===== config.mk =====
export PLATFORM = sky130hd
export DESIGN_NAME = de0nano_user_io
export DESIGN_NICKNAME = d
export VERILOG_FILES = /design/src/rtl/de0nano_user_io.sv
export SDC_FILE = /design/constraint.sdc
export NUM_CORES = 1
export LEC_CHECK = 0
export CORE_MARGIN = 8
export CORE_UTILIZATION = 60
export CTS_CLUSTER_SIZE = 10
export DETAILED_ROUTE_END_ITERATION = 10
export PLACE_DENSITY = 0.81
export SLEW_MARGIN = 20
export SYNTH_ARGS = -nofsm -noshare
export SYNTH_HDL_FRONTEND = slang
export SYNTH_SLANG_ARGS = --single-unit

===== constraint.sdc =====
create_clock -name CLOCK_50 -period 2.3 [get_ports CLOCK_50]
set_input_delay 0.69 -clock CLOCK_50 [delete_from_list [all_inputs] [get_ports CLOCK_50]]
set_output_delay 0.69 -clock CLOCK_50 [all_outputs]
set_load 0.01 [all_outputs]

===== src/rtl/de0nano_user_io.sv =====
// DE0-Nano user I/O: key sync/debounce with press/release pulses and a
// four-mode LED display (status+heartbeat, press count, scanner, external).
module de0nano_user_io #(
    parameter int NUM_KEYS        = 2,
    parameter int NUM_LEDS        = 8,
    parameter int HB_WIDTH        = 26,
    parameter int DEBOUNCE_CYCLES = 500000,
    parameter int SCAN_DIV        = 2500000
) (
    input  logic                CLOCK_50,
    input  logic                RESET_N,
    input  logic [NUM_KEYS-1:0] KEY,
    input  logic [NUM_LEDS-1:0] ext_pattern,
    output logic [NUM_LEDS-1:0] LED,
    output logic [NUM_KEYS-1:0] key_level,
    output logic [NUM_KEYS-1:0] key_down,
    output logic [NUM_KEYS-1:0] key_up,
    output logic [1:0]          mode
);

    localparam int DBW = (DEBOUNCE_CYCLES > 1) ? $clog2(DEBOUNCE_CYCLES) : 1;
    localparam logic [DBW-1:0] DB_MAX = DBW'(DEBOUNCE_CYCLES - 1);
    localparam int SDW = (SCAN_DIV > 1) ? $clog2(SCAN_DIV) : 1;
    localparam logic [SDW-1:0] SD_MAX = SDW'(SCAN_DIV - 1);
    localparam int PW = $clog2(NUM_LEDS);
    localparam logic [PW-1:0] POS_TOP = PW'(NUM_LEDS - 1);
    localparam int NLK = (NUM_KEYS < NUM_LEDS) ? NUM_KEYS : NUM_LEDS;

    logic [NUM_KEYS-1:0] sync1_q;
    logic [NUM_KEYS-1:0] sync2_q;
    logic [NUM_KEYS-1:0] sync_k;

    // Synchronisers come out of reset as "released" so held keys re-qualify
    always_ff @(posedge CLOCK_50) begin
        if (!RESET_N) begin
            sync1_q <= '1;
            sync2_q <= '1;
        end else begin
            sync1_q <= KEY;
            sync2_q <= sync1_q;
        end
    end

    assign sync_k = ~sync2_q;

    for (genvar k = 0; k < NUM_KEYS; k++) begin : g_db
        logic [DBW-1:0] cnt_q;
        logic           lvl_q;
        logic           dn_q;
        logic           up_q;

        always_ff @(posedge CLOCK_50) begin
            if (!RESET_N) begin
                cnt_q <= '0;
                lvl_q <= 1'b0;
                dn_q  <= 1'b0;
                up_q  <= 1'b0;
            end else begin
                dn_q <= 1'b0;
                up_q <= 1'b0;
                if (sync_k[k] == lvl_q) begin
                    cnt_q <= '0;
                end else if (cnt_q == DB_MAX) begin
                    cnt_q <= '0;
                    lvl_q <= sync_k[k];
                    dn_q  <= sync_k[k];
                    up_q  <= ~sync_k[k];
                end else begin
                    cnt_q <= cnt_q + DBW'(1);
                end
            end
        end

        assign key_level[k] = lvl_q;
        assign key_down[k]  = dn_q;
        assign key_up[k]    = up_q;
    end

    logic [1:0]          mode_q;
    logic [NUM_LEDS-1:0] press_q;
    logic [HB_WIDTH-1:0] hb_q;
    logic [SDW-1:0]      pre_q;
    logic [PW-1:0]       pos_q;
    logic                dir_down_q;
    logic [NUM_LEDS-1:0] led_q;
    logic [NUM_LEDS-1:0] led_d;
    logic [NUM_LEDS-1:0] led_m0;
    logic                scan_tick;

    assign scan_tick = (pre_q == SD_MAX);

    always_ff @(posedge CLOCK_50) begin
        if (!RESET_N) begin
            mode_q     <= 2'd0;
            press_q    <= '0;
            hb_q       <= '0;
            pre_q      <= '0;
            pos_q      <= '0;
            dir_down_q <= 1'b0;
            led_q      <= '0;
        end else begin
            hb_q  <= hb_q + HB_WIDTH'(1);
            pre_q <= scan_tick ? '0 : pre_q + SDW'(1);
            if (key_down[NUM_KEYS-1]) mode_q <= mode_q + 2'd1;
            if (key_down[0]) press_q <= press_q + NUM_LEDS'(1);
            // Endpoints bounce straight back so no position is shown twice
            if (scan_tick) begin
                if (!dir_down_q) begin
                    if (pos_q == POS_TOP) begin
                        dir_down_q <= 1'b1;
                        pos_q      <= pos_q - PW'(1);
                    end else begin
                        pos_q <= pos_q + PW'(1);
                    end
                end else begin
                    if (pos_q == '0) begin
                        dir_down_q <= 1'b0;
                        pos_q      <= PW'(1);
                    end else begin
                        pos_q <= pos_q - PW'(1);
                    end
                end
            end
            led_q <= led_d;
        end
    end

    for (genvar i = 0; i < NUM_LEDS; i++) begin : g_m0
        if (i < NLK) begin : g_key
            assign led_m0[i] = key_level[i];
        end else begin : g_hb
            assign led_m0[i] = hb_q[HB_WIDTH-2-(i-NUM_KEYS)];
        end
    end

    always_comb begin
        led_d = '0;
        unique case (mode_q)
            2'd0: led_d = led_m0;
            2'd1: led_d = press_q;
            2'd2: led_d = NUM_LEDS'(1) << pos_q;
            2'd3: led_d = ext_pattern;
        endcase
    end

    assign LED  = led_q;
    assign mode = mode_q;

endmodule


Word level (Yosys, flattened, before mapping)
Cells that the tools add are included.
Operators by class
  shifts and indexed selects: 1
  bitwise operators: 8
  $add $sub $neg: 8
  equal/unequal tests: 9
  reductions and logical operators: 9
  muxes and demuxes: 7
Operators with widths (count)
  $add A19 B1 Y19 const B: 2
  $eq A19 B19 Y1 const B: 2
  $pmux W8 S4: 1
  $add A26 B1 Y26 const B: 1
  $add A22 B1 Y22 const B: 1
  $eq A22 B22 Y1 const B: 1
  $reduce_or A3 Y1: 4
  $mux W3: 3
  $add A8 B1 Y8 const B: 1
  $shl A1 B3 Y8 const A: 1
  $not A1 Y1: 7
  $eq A2 B2 Y1 const B: 2
  $reduce_and A2 Y1: 2
  $add A3 B1 Y3 const B: 1
  $eq A3 B3 Y1 const B: 1
  $logic_not A3 Y1: 1
  $mux W1: 3
  $sub A3 B1 Y3 const B: 1
  $add A2 B1 Y2 const B: 1
  $eq A1 B1 Y1: 2
  $eq A2 B1 Y1 const B: 1
  $logic_not A2 Y1: 1
  $not A2 Y2: 1
  $reduce_or A2 Y1: 1
Storage, ports and cells
  output and inout bits: 16
  flip-flop bits (word level): 118
  input port bits: 12
  logic and storage cells: 59

Logic depth before layout (Yosys ltp)
  depth in word-level cells: 4
  gate-level depth with buffers: 7

Worst setup path after synthesis
No wires, ideal clock.
  kind: register to register
  from: register pre_q[9]
  to: register pos_q[0]
  arrival time: 1851 ps
  stages on the path, launching flop included: 5
  setup time: 116 ps
  path slack: 332 ps
  clock period less this slack: 1968 ps
  path through: dfxtp_1 or4b_1 or4_4 or4_1 o211a_1
Between the ends
  word-level cells in the longest chain between the ends: 1
RTL lines
  start, declared: RTL line 82  | logic [SDW-1:0] pre_q;
  start signal, assigned: RTL line 103  | pre_q <= scan_tick ? '0 : pre_q + SDW'(1);
  $eq A22 B22 Y1: RTL line 90  | assign scan_tick = (pre_q == SD_MAX);
  end signal, assigned: RTL line 111  | pos_q <= pos_q - PW'(1);
  end signal, assigned: RTL line 113  | pos_q <= pos_q + PW'(1);
  end signal, assigned: RTL line 120  | pos_q <= pos_q - PW'(1);
  end, declared: RTL line 83  | logic [PW-1:0] pos_q;
Every way passes these cells.
A chain may end at the register's enable or synchronous reset.

Worst setup path after layout
  from: register g_db[1].dn_q
  to: output port key_down[1]
RTL lines
  start, declared: RTL line 49  | logic dn_q;
  start signal, assigned: RTL line 66  | dn_q <= sync_k[k];
  end, declared: RTL line 16  | output logic [NUM_KEYS-1:0] key_down,
No word-level cell between the ends.

==> flow_summary_export.csv <==
group,metric,value,unit
clock_network,post_cts_resized,0,
placement,postPlaceCellArea,5700,sq um
detailed_routing,drt_iter0_drc,357,
global_routing,grt_pass1_wl,19700,um
synth,synth-seq-area-share,0.439,
synth,ys.flop_type,"dfxtp_1",
finish,nets,668,
placement,place_hpwl,7740,um
synth,synth.avg_cell_area,8.75,sq um
critical_path,crit_chain,"clkdlybuf4s50_1",
detailed_routing,drc,0,
power,p_per_area,750,nW/um^2
critical_path,worstSetupPathType,"flop to primary output",
critical_path,worst_ep_required_time,1.61,ns
global_routing,grt.busiest_layer,"met2",
detailed_routing,drt-total-wl,11700,um
timing,max_freq,0.447,GHz
finish,fin_area,6290,sq um
timing,whs,0.407,ns
timing,period_share,0.974,
flow_run,max-cap-violations,0,
clock_network,cts_buffers,17,
power,vdd.ir_drop.worst,450,uV
synth,yosysWarningCount,0,
placement,place_congestion,0.853,
clock_network,insertion_delay,0.51,ns
synth,ys_seq_elements,117,
floorplanning,rows,34,
detailed_routing,firstDrtPassIters,5,
synth,async_flop_share,0,
clock_network,cts.sinks,117,
critical_path,cp_num_buf_inv,1,
detailed_routing,viasPerCell,5.91,
clock_network,htree_num_levels,4,
global_routing,grtUsageMet3,0.0436,
critical_path,worst_setup_path_start_kind,"flop",
timing,rsz0062_at_grt,"no",
floorplanning,core_area,8680,sq um
placement,pre_cts_ws,0.216,ns
run_status,run_status,"finished, final reports clean",
clock_network,clockRootBuffer,"clkbuf_8",
critical_path,cp-end-kind,"primary output",
synth,synth_nets,638,
clock_network,cts_hold_buf,0,
global_routing,met1_usage,0.257,
floorplanning,num_io_pins,28,
clock_network,postCtsSetupRepairBufs,0,
floorplanning,die_h,110,um
worst_hold_path,hold_path.class,"flop to flop",
finish,instances_no_fill,761,
timing,clock-skew-final,0.00698,ns
timing,worst_pin_slew,0.608,ns
critical_path,cp.arrival,1.55,ns
power,total_power,4.72,mW
finish,utilization,0.725,
floorplanning,die_w,110,um
synth,netlist_instances,610,
finish,area_delta_synth_final,17.9,%
timing,maxSlewHeadroom,0.591,
timing,post-route-min-period,2.24,ns
global_routing,grt_pass1_vias,4202,
detailed_routing,antenna_left,0,
placement,io_buffers,27,
global_routing,grt_max_degree,38,
finish,layout-drive-gt1-share,0.0766,
floorplanning,start_util,0.615,
timing,setup_viol_count_final,0,
critical_path,critPathTopFamily,"buffers and inverters",
synth,ys_types,48,
synth,synth_edf_count,0,
global_routing,use_met2,0.326,
global_routing,antenna_found_initial,0,
power,cellLeakagePower,2.11,nW
clock_network,clockBufferDepth,2,
clock_network,path_clk_slew,0.05,ns
placement,dp.cells,729,
critical_path,crit_slowest_cell,"clkdlybuf4s50_1",
timing,setup_slack,0.0607,ns
synth,syn_area,5340,sq um
critical_path,max_stage_delay,0.60,ns
clock_network,cts_tree,"built",
critical_path,path_max_fanout,3,
timing,finalSetupTns,0,ns
floorplanning,dieArea,12200,sq um
timing,drv_slew,0,
detailed_routing,vias,4494,
timing,hold_viol,0,
global_routing,grtUsageTotal,0.200,
finish,diodes,0,
global_routing,overflow,0,
detailed_routing,wl_per_cell,15.3,um
worst paths after layout:
check / startpoint / cells after the start / slack, ns / endpoint
setup / recovery: g_db[1].dn_q / 1 / 0.06 / key_down[1]
hold / removal: sync1_q[1] / 1 / 0.41 / sync2_q[1]
setup reg to reg: pre_q[9] / 4 / 0.19 / pos_q[0]
hold reg to reg: sync1_q[1] / 1 / 0.41 / sync2_q[1]
flip-flops by register name, summed over array words and instances (netlist names), 3 cells and up:
register    flops
LED             8
pos_q           3
hb_q           25
pre_q          22
g_db.cnt_q     38
press_q         8
synth_stat cells, types with 3 or more instances:
library cell / n / share of area
clkbuf_1: 16 / 0.011
dfxtp_1: 117 / 0.44
buf_4: 6 / 0.0084
nand3_1: 32 / 0.030
and4_1: 9 / 0.015
o21ai_0: 23 / 0.022
a21oi_1: 40 / 0.038
and2_1: 4 / 0.0047
nor3_1: 7 / 0.0066
nor4_1: 12 / 0.014
nor4b_1: 4 / 0.0066
nand2b_1: 6 / 0.0070
a221oi_1: 6 / 0.0098
or4_1: 17 / 0.024
nand4_1: 25 / 0.029
buf_1: 3 / 0.0021
or3_1: 18 / 0.021
mux2i_1: 7 / 0.013
nor2_1: 73 / 0.051
ha_1: 16 / 0.038
xor2_1: 31 / 0.051
and3_1: 7 / 0.0082
nand2_1: 47 / 0.033
xnor2_1: 24 / 0.039
o31ai_1: 16 / 0.023
inv_1: 17 / 0.012
layer usage:
layer	part of all wire	wire, um
met4	0.010	120
met3	0.037	436
met5	0	0
met1	0.46	5320
met2	0.50	5780
placed cells by master (no fill, tap or decap), drive strengths merged, types with 10 or more instances in the layout:
cell type and instances:
ha 16, o21ai 23, buf 11, o31ai 16
xnor2 24, nor4 12, nand4 25, nor2 73
or3 18, and4 10, nand3 32, xor2 31
dfxtp 117, or4 19, clkdlybuf4s50 27, nand2 47
inv 18, a21oi 40, clkbuf 21
report_power, final:
part	internal, mW	switching (mW)	total (mW)
registers	2.04	0.0131	2.05
logic	0.0360	0.0454	0.0813
clock network	1.65	0.930	2.58
layout make-up:
cell class              instances  area (sq um)
clock buffers                  21           469
multi-input cells             449          2800
fillers                       636          2390
inverters                      17          63.8
repair buffers                 38           353
well taps                     108           135
clock inverters                11           124
flip-flops and latches        117          2340
logic make-up (layout without fill, tap and decap cells):
group                      count (synthesis)  after routing  synth area share
and+or+nand+nor                          274            274             0.273
DFF                                      117            117             0.439
AOI/OAI and AO/OA                         97             97             0.111
muxes                                      7              7            0.0131
xor gates and xnor gates                  55             55            0.0903
adders and majority gates                 16             16            0.0375
buffers and inverters                     44             87            0.0356
Note: power is estimated with default switching activity, not from simulation.
